[config.mk]
export PLATFORM = sky130hd
export DESIGN_NAME = pht_update_ctrl_flat
export DESIGN_NICKNAME = d
export VERILOG_FILES = /design/src/rtl/pht_update_ctrl_if.sv /design/src/rtl/pht_update_ctrl.sv /design/src/flat_wrapper.sv
export SDC_FILE = /design/constraint.sdc
export NUM_CORES = 1
export LEC_CHECK = 0
export CAP_MARGIN = 15
export CORE_MARGIN = 1.5
export CORE_UTILIZATION = 45
export CTS_CLUSTER_SIZE = 20
export DETAILED_ROUTE_END_ITERATION = 10
export PLACE_DENSITY = 0.72
export SLEW_MARGIN = 20
export SYNTH_ARGS = -nofsm -noshare
export SYNTH_HDL_FRONTEND = slang
export SYNTH_SLANG_ARGS = --single-unit
[constraint.sdc]
create_clock -name clk -period 1.89 [get_ports clk]
set_clock_uncertainty 0.1 [all_clocks]
set_input_delay 0.189 -clock clk [delete_from_list [all_inputs] [get_ports clk]]
set_output_delay 0.189 -clock clk [all_outputs]
set_load 0.02 [all_outputs]
[src/rtl/pht_update_ctrl_if.sv]
// Port-B sequencer bundle: committed-branch update handshake plus the BRAM write port.
// Combinational only; no latency, no flow control of its own.
// Backpressure is carried by upd_ready_o; the table side has none.
interface pht_update_ctrl_if #(
    parameter int TABLE_DEPTH_EXP2 = 10,
    parameter int CTR_WIDTH        = 2,
    parameter int PC_WIDTH         = 32
);
    logic                        upd_valid_i;
    logic                        upd_ready_o;
    logic [PC_WIDTH-1:0]         upd_pc_i;
    logic                        upd_taken_i;
    logic [TABLE_DEPTH_EXP2-1:0] tbl_addr_o;
    logic                        tbl_we_o;
    logic [CTR_WIDTH-1:0]        tbl_wdata_o;
    logic [CTR_WIDTH-1:0]        tbl_rdata_i;

    modport master (
        output upd_valid_i, upd_pc_i, upd_taken_i, tbl_rdata_i,
        input  upd_ready_o, tbl_addr_o, tbl_we_o, tbl_wdata_o
    );

    modport slave (
        input  upd_valid_i, upd_pc_i, upd_taken_i, tbl_rdata_i,
        output upd_ready_o, tbl_addr_o, tbl_we_o, tbl_wdata_o
    );
endinterface

[src/rtl/pht_update_ctrl.sv]
// PHT port-B owner: optional post-reset init sweep, then FIFO-fed 2-cycle saturating RMW updates.
// Latency: push at edge t -> READ cycle t+1 -> write cycle t+2 (committed at edge t+3); 1 update / 2 cycles.
// Backpressure: upd_ready_o = FIFO not full; pushes accepted in every state. Macro: PHT_INIT_SWEEP_EN.
module pht_update_ctrl #(
    parameter int TABLE_DEPTH_EXP2 = 10,
    parameter int CTR_WIDTH        = 2,
    parameter int PC_WIDTH         = 32,
    parameter int FIFO_DEPTH       = 4,
    parameter int INIT_CTR         = 1
) (
    input  logic               clk,
    input  logic               rst_n,
    pht_update_ctrl_if.slave   bus,
    output logic               init_done_o,
    output logic               busy_o
);
    localparam int PTR_W = $clog2(FIFO_DEPTH);
    localparam int CNT_W = PTR_W + 1;

    typedef struct packed {
        logic [TABLE_DEPTH_EXP2-1:0] idx;
        logic                        taken;
    } ent_t;

    typedef enum logic [1:0] {
`ifdef PHT_INIT_SWEEP_EN
        S_INIT,
`endif
        S_IDLE,
        S_READ,
        S_WRITE
    } state_t;

`ifdef PHT_INIT_SWEEP_EN
    localparam state_t RST_STATE = S_INIT;
`else
    localparam state_t RST_STATE = S_IDLE;
`endif

    function automatic logic [CTR_WIDTH-1:0] sat(input logic [CTR_WIDTH-1:0] c, input logic t);
        if (t) return (c == '1) ? c : c + 1'b1;
        else   return (c == '0) ? c : c - 1'b1;
    endfunction

    state_t                      state_q;
    logic [TABLE_DEPTH_EXP2-1:0] addr_q;
    logic                        we_q;
    ent_t                        mem_q [FIFO_DEPTH];
    logic [PTR_W-1:0]            wr_ptr_q, rd_ptr_q;
    logic [CNT_W-1:0]            cnt_q, cnt_d;
    logic                        push, pop, full;
    ent_t                        head, next_head;
    logic [CTR_WIDTH-1:0]        wdata;
    logic                        unused_pc;

    assign unused_pc = ^{bus.upd_pc_i[PC_WIDTH-1:TABLE_DEPTH_EXP2+2], bus.upd_pc_i[1:0]};

    assign full      = (cnt_q == CNT_W'(FIFO_DEPTH));
    assign push      = bus.upd_valid_i && !full;
    assign pop       = (state_q == S_WRITE);
    assign head      = mem_q[rd_ptr_q];
    assign next_head = mem_q[PTR_W'(rd_ptr_q + 1'b1)];

    always_comb begin
        cnt_d = cnt_q;
        if (push) cnt_d = cnt_d + CNT_W'(1);
        if (pop)  cnt_d = cnt_d - CNT_W'(1);
    end

    // Storage needs no reset: occupancy is governed entirely by the pointers.
    always_ff @(posedge clk) begin
        if (push) mem_q[wr_ptr_q] <= '{idx: bus.upd_pc_i[TABLE_DEPTH_EXP2+1:2], taken: bus.upd_taken_i};
    end

    always_ff @(posedge clk or negedge rst_n) begin
        if (!rst_n) begin
            wr_ptr_q <= '0;
            rd_ptr_q <= '0;
            cnt_q    <= '0;
        end else begin
            if (push) wr_ptr_q <= PTR_W'(wr_ptr_q + 1'b1);
            if (pop)  rd_ptr_q <= PTR_W'(rd_ptr_q + 1'b1);
            cnt_q <= cnt_d;
        end
    end

    always_ff @(posedge clk or negedge rst_n) begin
        if (!rst_n) begin
            state_q <= RST_STATE;
            addr_q  <= '0;
            we_q    <= 1'b0;
        end else begin
            case (state_q)
`ifdef PHT_INIT_SWEEP_EN
                // addr_q doubles as the sweep counter; we_q marks that index 0 was issued.
                S_INIT: begin
                    if (we_q && addr_q == '1) begin
                        state_q <= S_IDLE;
                        we_q    <= 1'b0;
                    end else begin
                        we_q    <= 1'b1;
                        addr_q  <= we_q ? addr_q + 1'b1 : '0;
                    end
                end
`endif
                S_IDLE: begin
                    if (cnt_q != '0) begin
                        state_q <= S_READ;
                        addr_q  <= head.idx;
                    end
                end
                S_READ: begin
                    state_q <= S_WRITE;
                    we_q    <= 1'b1;
                end
                S_WRITE: begin
                    we_q <= 1'b0;
                    // Only entries already queued chain into READ; a same-edge push goes via IDLE.
                    if (cnt_q > CNT_W'(1)) begin
                        state_q <= S_READ;
                        addr_q  <= next_head.idx;
                    end else begin
                        state_q <= S_IDLE;
                    end
                end
                default: state_q <= S_IDLE;
            endcase
        end
    end

    always_comb begin
        wdata = '0;
        if (state_q == S_WRITE) wdata = sat(bus.tbl_rdata_i, head.taken);
`ifdef PHT_INIT_SWEEP_EN
        else if (state_q == S_INIT && we_q) wdata = CTR_WIDTH'(INIT_CTR);
`endif
    end

`ifdef PHT_INIT_SWEEP_EN
    assign init_done_o = (state_q != S_INIT);
`else
    logic [CTR_WIDTH-1:0] unused_init_ctr;
    assign unused_init_ctr = CTR_WIDTH'(INIT_CTR);
    assign init_done_o     = 1'b1;
`endif

    assign busy_o          = (state_q != S_IDLE) || (cnt_q != '0);
    assign bus.upd_ready_o = !full;
    assign bus.tbl_addr_o  = addr_q;
    assign bus.tbl_we_o    = we_q;
    assign bus.tbl_wdata_o = wdata;
endmodule

[src/flat_wrapper.sv]
// flat-port wrapper written by rule: the top's interface ports become plain ports
module pht_update_ctrl_flat 
#(
    parameter int TABLE_DEPTH_EXP2 = 10,
    parameter int CTR_WIDTH        = 2,
    parameter int PC_WIDTH         = 32,
    parameter int FIFO_DEPTH       = 4,
    parameter int INIT_CTR         = 1
)
  (clk, rst_n, init_done_o, busy_o, bus_upd_valid_i, bus_upd_pc_i, bus_upd_taken_i, bus_tbl_rdata_i, bus_upd_ready_o, bus_tbl_addr_o, bus_tbl_we_o, bus_tbl_wdata_o);
  pht_update_ctrl_if #(.TABLE_DEPTH_EXP2(TABLE_DEPTH_EXP2), .CTR_WIDTH(CTR_WIDTH), .PC_WIDTH(PC_WIDTH)) bus_i ();
  input  logic clk;
  input  logic rst_n;
  output logic init_done_o;
  output logic busy_o;
  input wire logic [$bits(bus_i.upd_valid_i)-1:0] bus_upd_valid_i;
  input wire logic [$bits(bus_i.upd_pc_i)-1:0] bus_upd_pc_i;
  input wire logic [$bits(bus_i.upd_taken_i)-1:0] bus_upd_taken_i;
  input wire logic [$bits(bus_i.tbl_rdata_i)-1:0] bus_tbl_rdata_i;
  output wire logic [$bits(bus_i.upd_ready_o)-1:0] bus_upd_ready_o;
  output wire logic [$bits(bus_i.tbl_addr_o)-1:0] bus_tbl_addr_o;
  output wire logic [$bits(bus_i.tbl_we_o)-1:0] bus_tbl_we_o;
  output wire logic [$bits(bus_i.tbl_wdata_o)-1:0] bus_tbl_wdata_o;
  assign bus_i.upd_valid_i = bus_upd_valid_i;
  assign bus_i.upd_pc_i = bus_upd_pc_i;
  assign bus_i.upd_taken_i = bus_upd_taken_i;
  assign bus_i.tbl_rdata_i = bus_tbl_rdata_i;
  assign bus_upd_ready_o = bus_i.upd_ready_o;
  assign bus_tbl_addr_o = bus_i.tbl_addr_o;
  assign bus_tbl_we_o = bus_i.tbl_we_o;
  assign bus_tbl_wdata_o = bus_i.tbl_wdata_o;
  pht_update_ctrl #(.TABLE_DEPTH_EXP2(TABLE_DEPTH_EXP2), .CTR_WIDTH(CTR_WIDTH), .PC_WIDTH(PC_WIDTH), .FIFO_DEPTH(FIFO_DEPTH), .INIT_CTR(INIT_CTR)) u_core (.clk(clk), .rst_n(rst_n), .bus(bus_i), .init_done_o(init_done_o), .busy_o(busy_o));
endmodule
==> flow_summary.json, run 1 <==
{
  "synth_area_sq_um": 3129,
  "crit_start": "u_core.state_q[0]",
  "antenna_found_initial": 0,
  "ant_nets": 0,
  "whs_ps": 93.24,
  "ys_ff_latch": 64,
  "synthMuxAreaShare_pct": 8.197,
  "drt_iter0_drc": 133,
  "slew_headroom_pct": 57.44,
  "status": "finished with violations",
  "crit_path_max_fanout": 5,
  "reg2reg_depth": 7,
  "grt_usage_pct": 17.77,
  "drv_cap": 0,
  "peakVddDrop_v": 0.0005699,
  "viasPerCell": 5.545,
  "r2r_slack_ps": -60,
  "synth-xor-area-share_pct": 1.679,
  "place_ws_ps": -221.1,
  "drive_gt1_share_pct": 29.45,
  "clock_latency_ps": 340,
  "grt_max_degree": 26,
  "cts_hold_buf": 0,
  "start_util_pct": 46.31,
  "fmax_mhz": 513.4,
  "antennaDiodeCount": 0,
  "pwr_density_cell_nw_per_um2": 1716,
  "htreeDepth": 3,
  "r2r-end": "u_core.bus.tbl_addr_o[6]",
  "total_power_uw": 7208,
  "ioPinCount": 54,
  "synth_adder_area_share_pct": 4.798,
  "dpl.hpwl_mm": 3.899,
  "path_clk_slew_ps": 70,
  "synth-edff-count": 44,
  "root_buffer": "clkbuf_8",
  "area_growth_pct": 34.27,
  "critPathCaptureType": "register",
  "finalCritPeriodShare_pct": 103.1,
  "port_buffers": 30,
  "dr.pass1.iters": 4,
  "grt_pass1_wl_mm": 9.846,
  "rows": 30,
  "totalWireLength_mm": 6.377,
  "mostFrequentLayoutCells": "edfxtp_1 (44), clkdlybuf4s50_1 (26), buf_4 (22), dfrtp_1 (20), nor2_1 (15)",
  "die_area_sq_um": 7463,
  "cts_buffer_depth": 2,
  "seq_area_frac_synth_pct": 58.22,
  "arrival_ps": 2070,
  "synth-simple-area-share_pct": 7.197,
  "crit-reg2reg-launch": "u_core.state_q[0]",
  "min_period_ps": 1948,
  "route.detailed.drc": 0,
  "synth-main-ff-cell": "edfxtp_1",
  "grt_overflow": 0,
  "core_area_sq_um": 6756,
  "cts_buffers": 9,
  "ys_types": 38,
  "fin_util_pct": 62.19,
  "nets": 354,
  "setup_viol": 7,
  "layout_commonest_cell": "edfxtp_1",
  "clock-sinks": 64,
  "num_vias": 2157,
  "wl_per_cell_microns": 16.39,
  "synthArstFlopShare_pct": 31.25,
  "violations": "setup timing",
  "tightest_slew_ps": 636.0,
  "synth_compound_area_share_pct": 15.11,
  "synth_area_per_cell_sq_um": 13.09,
  "cts_tree": "built",
  "chipHeight_microns": 86.39,
  "setup_slack_ps": -57.94,
  "grt_pass1_vias": 1991,
  "required_ps": 2020,
  "gp_congestion": 0.7297,
  "finalMaxSlewViolations": 0,
  "start_kind": "register",
  "synth_top_family_by_area": "compound AO/OA/AOI/OAI gates",
  "hp-class": "primary input to async pin",
  "synth_nets": 289,
  "rsz0062_at_grt": "yes",
  "leakage_uw": 0.001594,
  "path_class": "register to register",
  "ys_warn_count": 0,
  "netlist_instances": 239,
  "final-hold-violation-count": 0,
  "die_w_microns": 86.39
}
==> worst max-delay path, cell delays in order, from the launching register on <==
cell and delay, ps:
dfrtp_1 390, inv_2 80, ha_4 200, buf_12 130, mux2_4 290, a221o_1 330
a22oi_2 240, a21oi_2 80
==> report_power, final <==
group          switching [uW]  total, uW  internal [uW]
clock                     472       1020            548
combinational            1980       4020           2030
sequential                226       2170           1940
==> metrics by stage <==
step | instance area (sq um) | std cells | setup TNS [ps]
6_report | 4202 | 389 | -178.2
5_1_grt | 4202 | 389 | -844.6
4_1_cts | 4028 | 380 | -369.7
3_5_place_dp | 3659 | 355 | -1420
3_3_place_gp | 3659 | 355 | -1207
2_1_floorplan | 3133 | 239 | -17.90
==> what timing repair did <==
item                                    CTS  global route
cloned                                    2             2
endpoints found under the hold margin     0             0
resized for setup                        40            36
buffers inserted                          7             8
pin swaps                                19            25
endpoints found under the setup margin   13            59
==> sequential cells by signal, summed over array words and instances (netlist names) <==
| register | flops |
|---|---|
| u_core.rd_ptr_q | 2 |
| u_core.bus.tbl_addr_o | 10 |
| u_core.wr_ptr_q | 2 |
| u_core.mem_q | 44 |
| u_core.bus.tbl_we_o | 1 |
| u_core.state_q | 2 |
| u_core.cnt_q | 3 |
==> cell type report <==
type                            instances  area, sq um
Clock buffer                           15        166.4
Clock inverter                          1        5.005
Fill cell                             508         2555
Inverter                                9        36.28
Multi-Input combinational cell        149         1321
Sequential cell                        64         1822
Tap cell                               80        100.1
Timing Repair Buffer                   71        750.7
==> how the worst max path moves through the flow <==
stage / slack (ps) / cells after the start / endpoint
floorplan: -20 / 8 / bus_tbl_wdata_o[0]
global placement: -200 / 7 / u_core.bus.tbl_addr_o[7]
detailed placement: -220 / 7 / u_core.bus.tbl_addr_o[7]
CTS: -80 / 4 / bus_tbl_wdata_o[0]
global route: -130 / 7 / u_core.bus.tbl_addr_o[6]
finish: -60 / 7 / u_core.bus.tbl_addr_o[6]
==> synth_stat cells, types with 2 or more instances <==
cell,number,share of area [%]
xor2_1,2,0.56
xnor2_1,4,1.1
o211ai_1,10,2.4
mux2i_1,14,4.5
inv_1,9,1.1
a31oi_1,3,0.60
a221o_1,8,2.6
mux2_2,7,2.5
buf_2,5,0.80
dfrtp_1,20,16
edfxtp_1,44,42
a22o_1,10,2.8
a21oi_1,13,2.1
clkbuf_1,3,0.36
nand3b_1,10,2.4
buf_4,4,0.96
and2_1,5,1.0
ha_1,12,4.8
buf_6,2,0.72
a22oi_1,10,2.4
nand2_1,6,0.72
nor2_1,17,2.0
o21ai_0,6,0.96
==> metal layers <==
metal  GRT usage [%]  wire [microns]  vias to the layer above
li1                -               -                     1035
met4           6.598              93                        0
met3           4.381             282                        7
met5               0               0                        -
met1           22.28            2775                     1067
met2           29.83            3224                       48
==> logic make-up after synthesis <==
group | after synthesis
multiplexers | 23
flip-flops | 64
other | 1
adder cells (fa/ha/maj) | 12
AND/OR/NAND/NOR | 43
AO/OA/AOI/OAI | 64
buffers and inverters | 26
XOR/XNOR | 6
(Power assumes the default switching activity.)
==> inputs of run 2 (changes only) <==
CAP_MARGIN = 20   (was 15)
==> results of run 2 <==
Final layout, timing and power as in run 1 (identical DEF).
